### src/rtl/vmicro16_apb_rr_arbiter.sv
// vmicro16_apb_rr_arbiter: round-robin sharing of one upstream APB master port among NMASTERS cores.
// Define VMICRO16_APB_ARB_TIMEOUT_EN to force completion of ACCESS after TIMEOUT_CYCLES wait cycles.
module vmicro16_apb_rr_arbiter #(
    parameter int BUS_WIDTH      = 32,
    parameter int DATA_WIDTH     = 32,
    parameter int NMASTERS       = 4,
    parameter int TIMEOUT_CYCLES = 255,
    localparam int GW            = ($clog2(NMASTERS) > 0) ? $clog2(NMASTERS) : 1
) (
    input  logic                           clk,
    input  logic                           reset,
    input  logic [NMASTERS*BUS_WIDTH-1:0]  S_PADDR,
    input  logic [NMASTERS-1:0]            S_PWRITE,
    input  logic [NMASTERS-1:0]            S_PSELx,
    input  logic [NMASTERS-1:0]            S_PENABLE,
    input  logic [NMASTERS*DATA_WIDTH-1:0] S_PWDATA,
    output logic [NMASTERS*DATA_WIDTH-1:0] S_PRDATA,
    output logic [NMASTERS-1:0]            S_PREADY,
    output logic [BUS_WIDTH-1:0]           M_PADDR,
    output logic                           M_PWRITE,
    output logic                           M_PSELx,
    output logic                           M_PENABLE,
    output logic [DATA_WIDTH-1:0]          M_PWDATA,
    input  logic [DATA_WIDTH-1:0]          M_PRDATA,
    input  logic                           M_PREADY,
    output logic [GW-1:0]                  grant_id,
    output logic                           busy,
    output logic                           timeout_err
);
    typedef enum logic [1:0] {IDLE, SETUP, ACCESS} state_t;

    state_t                state_q, state_d;
    logic [GW-1:0]         grant_q, grant_d, last_q, last_d;
    logic [BUS_WIDTH-1:0]  paddr_q, paddr_d;
    logic                  pwrite_q, pwrite_d;
    logic [DATA_WIDTH-1:0] pwdata_q, pwdata_d;
    logic [GW-1:0]         win, idx;
    logic                  found, done, tout;
    logic                  unused_ok;

    assign unused_ok = ^{S_PENABLE, TIMEOUT_CYCLES[0]};

    // First requester after the last winner, wrapping modulo NMASTERS.
    always_comb begin
        win   = '0;
        idx   = '0;
        found = 1'b0;
        for (int k = 1; k <= NMASTERS; k++) begin
            idx = GW'((int'(last_q) + k) % NMASTERS);
            if (!found && S_PSELx[idx]) begin
                found = 1'b1;
                win   = idx;
            end
        end
    end

`ifdef VMICRO16_APB_ARB_TIMEOUT_EN
    localparam int CW = $clog2(TIMEOUT_CYCLES + 1);
    logic [CW-1:0] cnt_q, cnt_d;
    assign tout  = (state_q == ACCESS) && !M_PREADY && (cnt_q == CW'(TIMEOUT_CYCLES));
    assign cnt_d = (state_q == SETUP) ? '0 :
                   ((state_q == ACCESS) && !M_PREADY && !tout) ? cnt_q + 1'b1 : cnt_q;
    always_ff @(posedge clk or negedge reset) begin
        if (!reset) cnt_q <= '0;
        else        cnt_q <= cnt_d;
    end
`else
    assign tout = 1'b0;
`endif

    assign done        = (state_q == ACCESS) && (M_PREADY || tout);
    assign timeout_err = tout;
    assign busy        = (state_q == SETUP) || (state_q == ACCESS);
    assign M_PSELx     = busy;
    assign M_PENABLE   = state_q == ACCESS;
    assign M_PADDR     = paddr_q;
    assign M_PWRITE    = pwrite_q;
    assign M_PWDATA    = pwdata_q;
    assign grant_id    = grant_q;

    always_comb begin
        S_PREADY = '0;
        S_PRDATA = '0;
        if (done) begin
            S_PREADY[grant_q] = 1'b1;
            S_PRDATA[int'(grant_q)*DATA_WIDTH +: DATA_WIDTH] = M_PREADY ? M_PRDATA : '1;
        end
    end

    always_comb begin
        state_d  = state_q;
        grant_d  = grant_q;
        last_d   = last_q;
        paddr_d  = paddr_q;
        pwrite_d = pwrite_q;
        pwdata_d = pwdata_q;
        if (state_q == IDLE && found) begin
            state_d  = SETUP;
            grant_d  = win;
            last_d   = win;
            paddr_d  = S_PADDR[int'(win)*BUS_WIDTH +: BUS_WIDTH];
            pwrite_d = S_PWRITE[win];
            pwdata_d = S_PWDATA[int'(win)*DATA_WIDTH +: DATA_WIDTH];
        end else if (state_q == SETUP) begin
            state_d = ACCESS;
        end else if (done || state_q == 2'd3) begin
            state_d = IDLE;
        end
    end

    always_ff @(posedge clk or negedge reset) begin
        if (!reset) begin
            state_q  <= IDLE;
            grant_q  <= '0;
            last_q   <= GW'(NMASTERS - 1);
            paddr_q  <= '0;
            pwrite_q <= 1'b0;
            pwdata_q <= '0;
        end else begin
            state_q  <= state_d;
            grant_q  <= grant_d;
            last_q   <= last_d;
            paddr_q  <= paddr_d;
            pwrite_q <= pwrite_d;
            pwdata_q <= pwdata_d;
        end
    end
endmodule

### config.mk
export PLATFORM = sky130hd
export DESIGN_NAME = vmicro16_apb_rr_arbiter
export DESIGN_NICKNAME = d
export VERILOG_FILES = /design/src/rtl/vmicro16_apb_rr_arbiter.sv
export SDC_FILE = /design/constraint.sdc
export NUM_CORES = 1
export LEC_CHECK = 0
export ABC_CLOCK_PERIOD_IN_PS = 5600
export CELL_PAD_IN_SITES_DETAIL_PLACEMENT = 0
export CELL_PAD_IN_SITES_GLOBAL_PLACEMENT = 2
export CORE_AREA = 2 2 197 199
export DETAILED_ROUTE_END_ITERATION = 10
export DIE_AREA = 0 0 199 201
export GPL_ROUTABILITY_DRIVEN = 1
export HOLD_SLACK_MARGIN = 0.02
export MAX_ROUTING_LAYER = met4
export PLACE_DENSITY = 0.9
export SYNTH_ARGS = -nofsm -noshare
export SYNTH_HDL_FRONTEND = slang
export SYNTH_SLANG_ARGS = --single-unit
### constraint.sdc
create_clock -name clk -period 5.6 [get_ports clk]
set_clock_uncertainty 0.2 [all_clocks]
set_input_delay 1.12 -clock clk [delete_from_list [all_inputs] [get_ports clk]]
set_output_delay 1.12 -clock clk [all_outputs]
set_load 0.005 [all_outputs]
== Word level (Yosys, flattened, before mapping) ==
Index checks and enable logic that the tools add are counted.

* Logic and storage cells: 65
* Input bits: 303
* Memories kept: 0
* Register bits after elaboration: 71
* RAM bits: 0
* Output and inout bits: 203
* ROM bits: 0
* Latch bits: 0

* Equality and inequality tests: 3
* Reduce and logical (&&, ||, !) cells: 13
* Multiply operators: 0
* $lt $le $gt $ge: 7
* Div/mod/pow operators: 0
* Muxes and demuxes: 26
* Bitwise operators: 1
* Shifts and indexed selects: 4
* $add $sub $neg: 5

{| class="wikitable"
|+ Operator list
! operator !! number
|-
| variable part select 128 x 8 -> 32 bit || 2
|-
| bitwise AND 128 bit || 1
|-
| two-way mux 128 bit || 1
|-
| variable shift 32 x 33 -> 128 bit, first input constant || 1
|-
| variable part select 32 x 33 -> 128 bit || 1
|-
| negation 7 -> 33 bit || 1
|-
| two-way mux 32 bit || 1
|-
| < comparator 2 x 3 -> 1 bit, second input constant || 6
|-
| two-way mux 2 bit || 7
|-
| binary-select mux 1 bit (select 2 bit) || 5
|-
| two-way mux 1 bit || 10
|-
| logical AND 1 bit || 6
|-
| adder 2 x 1 -> 2 bit, second input constant || 2
|-
| adder 2 bit, second input constant || 2
|-
| == test 2 bit, second input constant || 2
|-
| two-way mux 4 bit || 1
|-
| zero test 1 bit || 3
|-
| nonzero test 3 bit || 1
|-
| demux 1 bit (select 2 bit) || 1
|-
| == test 2 x 1 -> 1 bit, second input constant || 1
|-
| greater-or-equal comparator 2 x 1 -> 1 bit, second input constant || 1
|-
| zero test 2 bit || 1
|-
| logical OR 1 bit || 2
|}

== Depth between registers and ports, before layout ==
* Depth in word-level cells: 15
* Depth in mapped cells: 9

== Worst setup path before layout ==
OpenSTA, ideal clock, no wires.

* Kind: input -> output
* Start: input port M_PREADY
* End: output port S_PRDATA[23]
* Arrival time: 2.113 ns
* Stages: 5
* Path slack: 2.167 ns
* Buffers on the path: 2
* Path through: clkbuf_1 -> and2_1 -> nand2_1 -> clkbuf_1 -> nor4_1

* Longest elaborated chain between the ends: 4
* Elaborated cells between the ends (all ways): 5

{| class="wikitable"
|+ RTL lines
! what !! RTL line !! source
|-
| start, declared || 25 || <nowiki>input logic M_PREADY,</nowiki>
|-
| two-way mux 32 bit || 86 || <nowiki>S_PRDATA[int'(grant_q)*DATA_WIDTH +: DATA_WIDTH] = M_PREADY ? M_PRDATA : '1;</nowiki>
|-
| variable part select 32 x 33 -> 128 bit || 86 ||
|-
| bitwise AND 128 bit (no source line) || n/a ||
|-
| two-way mux 128 bit (*) || 84 || <nowiki>if (done) begin</nowiki>
|-
| end, declared || 17 || <nowiki>output logic [NMASTERS*DATA_WIDTH-1:0] S_PRDATA,</nowiki>
|}

Every way passes the cells marked *; elsewhere a longest branch is shown, timed or not.

== Worst setup path after layout ==
* Start: input port M_PREADY
* End: output port S_PRDATA[77]

The elaborated chain is that of the path after synthesis.

==> results.py <==
metrics = {
    "clocking": {
        "cts_resized": 0,
        "cts.htree.levels": 3,
        "post_cts_buffers": 0,
        "clk_latency_ns": 0.35,
        "postCtsHoldBufs": 0,
        "clk_pin_slew_worst_paths_ns": 0.06,
        "tritoncts": "yes",
        "cts-root-buf": "clkbuf_16",
        "cts.sinks": 71,
        "cts_made_buffers": 9,
        "cts_buffer_depth": 2,
    },
    "floorplanning": {
        "fp.dieW_um": 199,
        "ios": 506,
        "coreArea_sq_um": 38100,
        "die-height_um": 201,
        "start_util_pct": 15.7,
        "die-area_sq_um": 40000,
        "rows": 72,
    },
    "setup_path": {
        "crit_top_cell": "clkdlybuf4s50_1",
        "worst_setup_path_start_kind": "input port",
        "worst-endpoint-arrival_ns": 3.16,
        "critical_path_class": "input port to output pin",
        "worst_path_max_delay_cell": "clkdlybuf4s50_1",
        "critPathMaxFanout": 32,
        "end_kind": "output pin",
        "cp_cell_sequence": "clkdlybuf4s50_1, and2_1, nand4_1, buf_4, nor2_1, clkdlybuf4s50_1",
        "slowest_delay_ns": 0.56,
        "cp.required_ns": 4.28,
    },
    "sta": {
        "worst_hold_slack_ns": 0.325,
        "slew_headroom_pct": 28.3,
        "fin_setup_tns_ns": 0,
        "fmax_mhz": 223,
        "tightest_slew_ns": 1.08,
        "period_share_pct": 80.1,
        "hold_viol_final": 0,
        "finalMaxSlewViolations": 0,
        "min_period_ns": 4.48,
        "setup-violations-final": 0,
        "worst_slack_ns": 1.12,
        "rsz0062_at_grt": "false",
    },
    "synth": {
        "synth_top_area_share_pct": 28.8,
        "syn_area_sq_um": 6000,
        "synth_seq_cells": 71,
        "ys_async_sr_fraction_pct": 100,
        "synthTopCellsByArea": "dfrtp_1 (29%), and3_1 (14%), a211oi_1 (14%)",
        "avgSynthCellArea_sq_um": 7.52,
        "synth_top_cell_by_area": "dfrtp_1",
        "synth_cell_types": 37,
        "synth-seq-area-share_pct": 29.7,
        "syn_nets": 1112,
        "synth_common_cells": "nor2_1 (162), and3_1 (133), a211oi_1 (110), dfrtp_1 (69), nor3_1 (66)",
        "yosys_warnings": 0,
        "synth_ff_type": "dfrtp_1",
        "synth_edf_count": 0,
        "yosysMostFrequentCell": "nor2_1",
        "synthCells": 798,
    },
    "finish": {
        "final_nets": 1551,
        "fin_util_pct": 30.9,
        "drive_gt1_share_pct": 5.39,
        "area_growth_pct": 96.4,
    },
    "global_route": {
        "grt_usage_pct": 16.3,
        "grt_pass1_vias": 8000,
        "grt_pass1_wl_um": 48000,
        "antenna_found_initial": 2,
        "gr-total-overflow": 0,
        "grt_max_degree": 72,
    },
    "routing": {
        "ant_nets": 0,
        "drc": 0,
        "met2WireLength_um": 16700,
        "wire_per_inst_um": 18.8,
        "vias": 7818,
        "viasPerCell": 4.44,
        "m1WireLength_um": 12900,
        "wl_met3_um": 2560,
        "totalWireLength_um": 33100,
        "top_layer": "met4",
        "initialDrtViolationCount": 295,
        "first_pass_iters": 5,
    },
    "power_and_ir_drop": {
        "peakVddDrop_uv": 176,
        "power_density_nw_per_um2": 375,
        "fin_total_pwr_w": 0.00442,
        "power.leakage_nw": 4.77,
    },
    "worst_hold_path": {
        "holdCritPathClass": "flip-flop to flip-flop",
    },
    "placed_design": {
        "place_ws_ns": 0.891,
        "gp_congestion": 0.848,
        "port_buffers": 500,
        "hpwl_um": 25400,
    },
    "run": {
        "drv_cap": 0,
    },
    "run_status": {
        "status": "finished, final reports clean",
    },
}
[flip-flops by register name, indices dropped and copies added, names as in the netlist]
signal	flops
M_PWDATA	32
last_q	2
M_PADDR	32
M_PWRITE	1
grant_id	2
state_q	2
[metrics by stage]
step / instances / cell area [sq um]
6_report: 1762 / 11800
5_1_grt: 1762 / 11800
4_1_cts: 1760 / 11800
3_5_place_dp: 1744 / 11400
3_3_place_gp: 1744 / 11400
2_1_floorplan: 798 / 6000
[per-layer routing]
layer / vias up / global-route usage, %
met2: 367 / 28.7
li1: 3754 / -
met3: 44 / 3.86
met4: 0 / 5.54
met1: 3653 / 17.8
met5: - / -
[power by group]
part | internal (W) | switching (W) | total (W)
clock network | 0.000428 | 0.000256 | 0.000684
registers | 0.000791 | 0.000156 | 0.000947
logic | 0.00129 | 0.00150 | 0.00279
[final timing paths]
path,startpoint,to,slack [ns],depth (start not counted)
worst max-delay path,M_PREADY,S_PRDATA[77],1.12,6
worst min-delay path,last_q[1],last_q[1],0.32,2
worst max register to register,last_q[1],M_PADDR[29],2.18,6
worst min register to register,last_q[1],last_q[1],0.32,2
max in group asynchronous,reset,M_PADDR[12],3.76,1
min in group asynchronous,reset,M_PWDATA[9],0.75,1
[cell usage in the layout (no fill, tap or decap), types with 3 or more instances in the layout]
cell             synthesis  final
a211oi_2                20     20
a21o_1                  33     33
dfrtp_1                 69     69
clkbuf_8                 0      3
clkbuf_16                0      9
nand2_1                  4      3
buf_4                   11     21
ha_1                    11     11
nor2_1                 162    162
and3_1                 133    133
inv_1                   38     38
a211oi_1               110    110
nor4_1                  32     32
nor3_1                  66     66
clkdlybuf4s50_1          0    499
[critical path, delay by kind of cell]
| kind | cells | cell delay (ns) |
|---|---|---|
| buf+inv | 3 | 1.39 |
| simple gates | 3 | 0.63 |
[cell type report]
class | count | area, sq um
flip-flops and latches | 71 | 1780
well taps | 518 | 648
repair buffers | 521 | 5170
inverters | 38 | 143
diodes | 2 | 5.00
clock inverters | 4 | 76.3
clock buffers | 12 | 267
multi-input cells | 596 | 3690
fillers | 4151 | 26300
[cell families (layout without fill, tap and decap cells)]
family                     after synthesis  after routing  share of synthesized area (%)
adders and majority gates               11             11                           2.29
muxes                                    1              1                          0.167
and+or+nand+nor                        407            407                           34.3
AOI/OAI and AO/OA                      176            176                           24.0
other                                    1              3                         0.0625
buffers and inverters                  131            575                           9.55
DFF                                     71             71                           29.7
No activity file was read; power rests on OpenSTA's default activity.
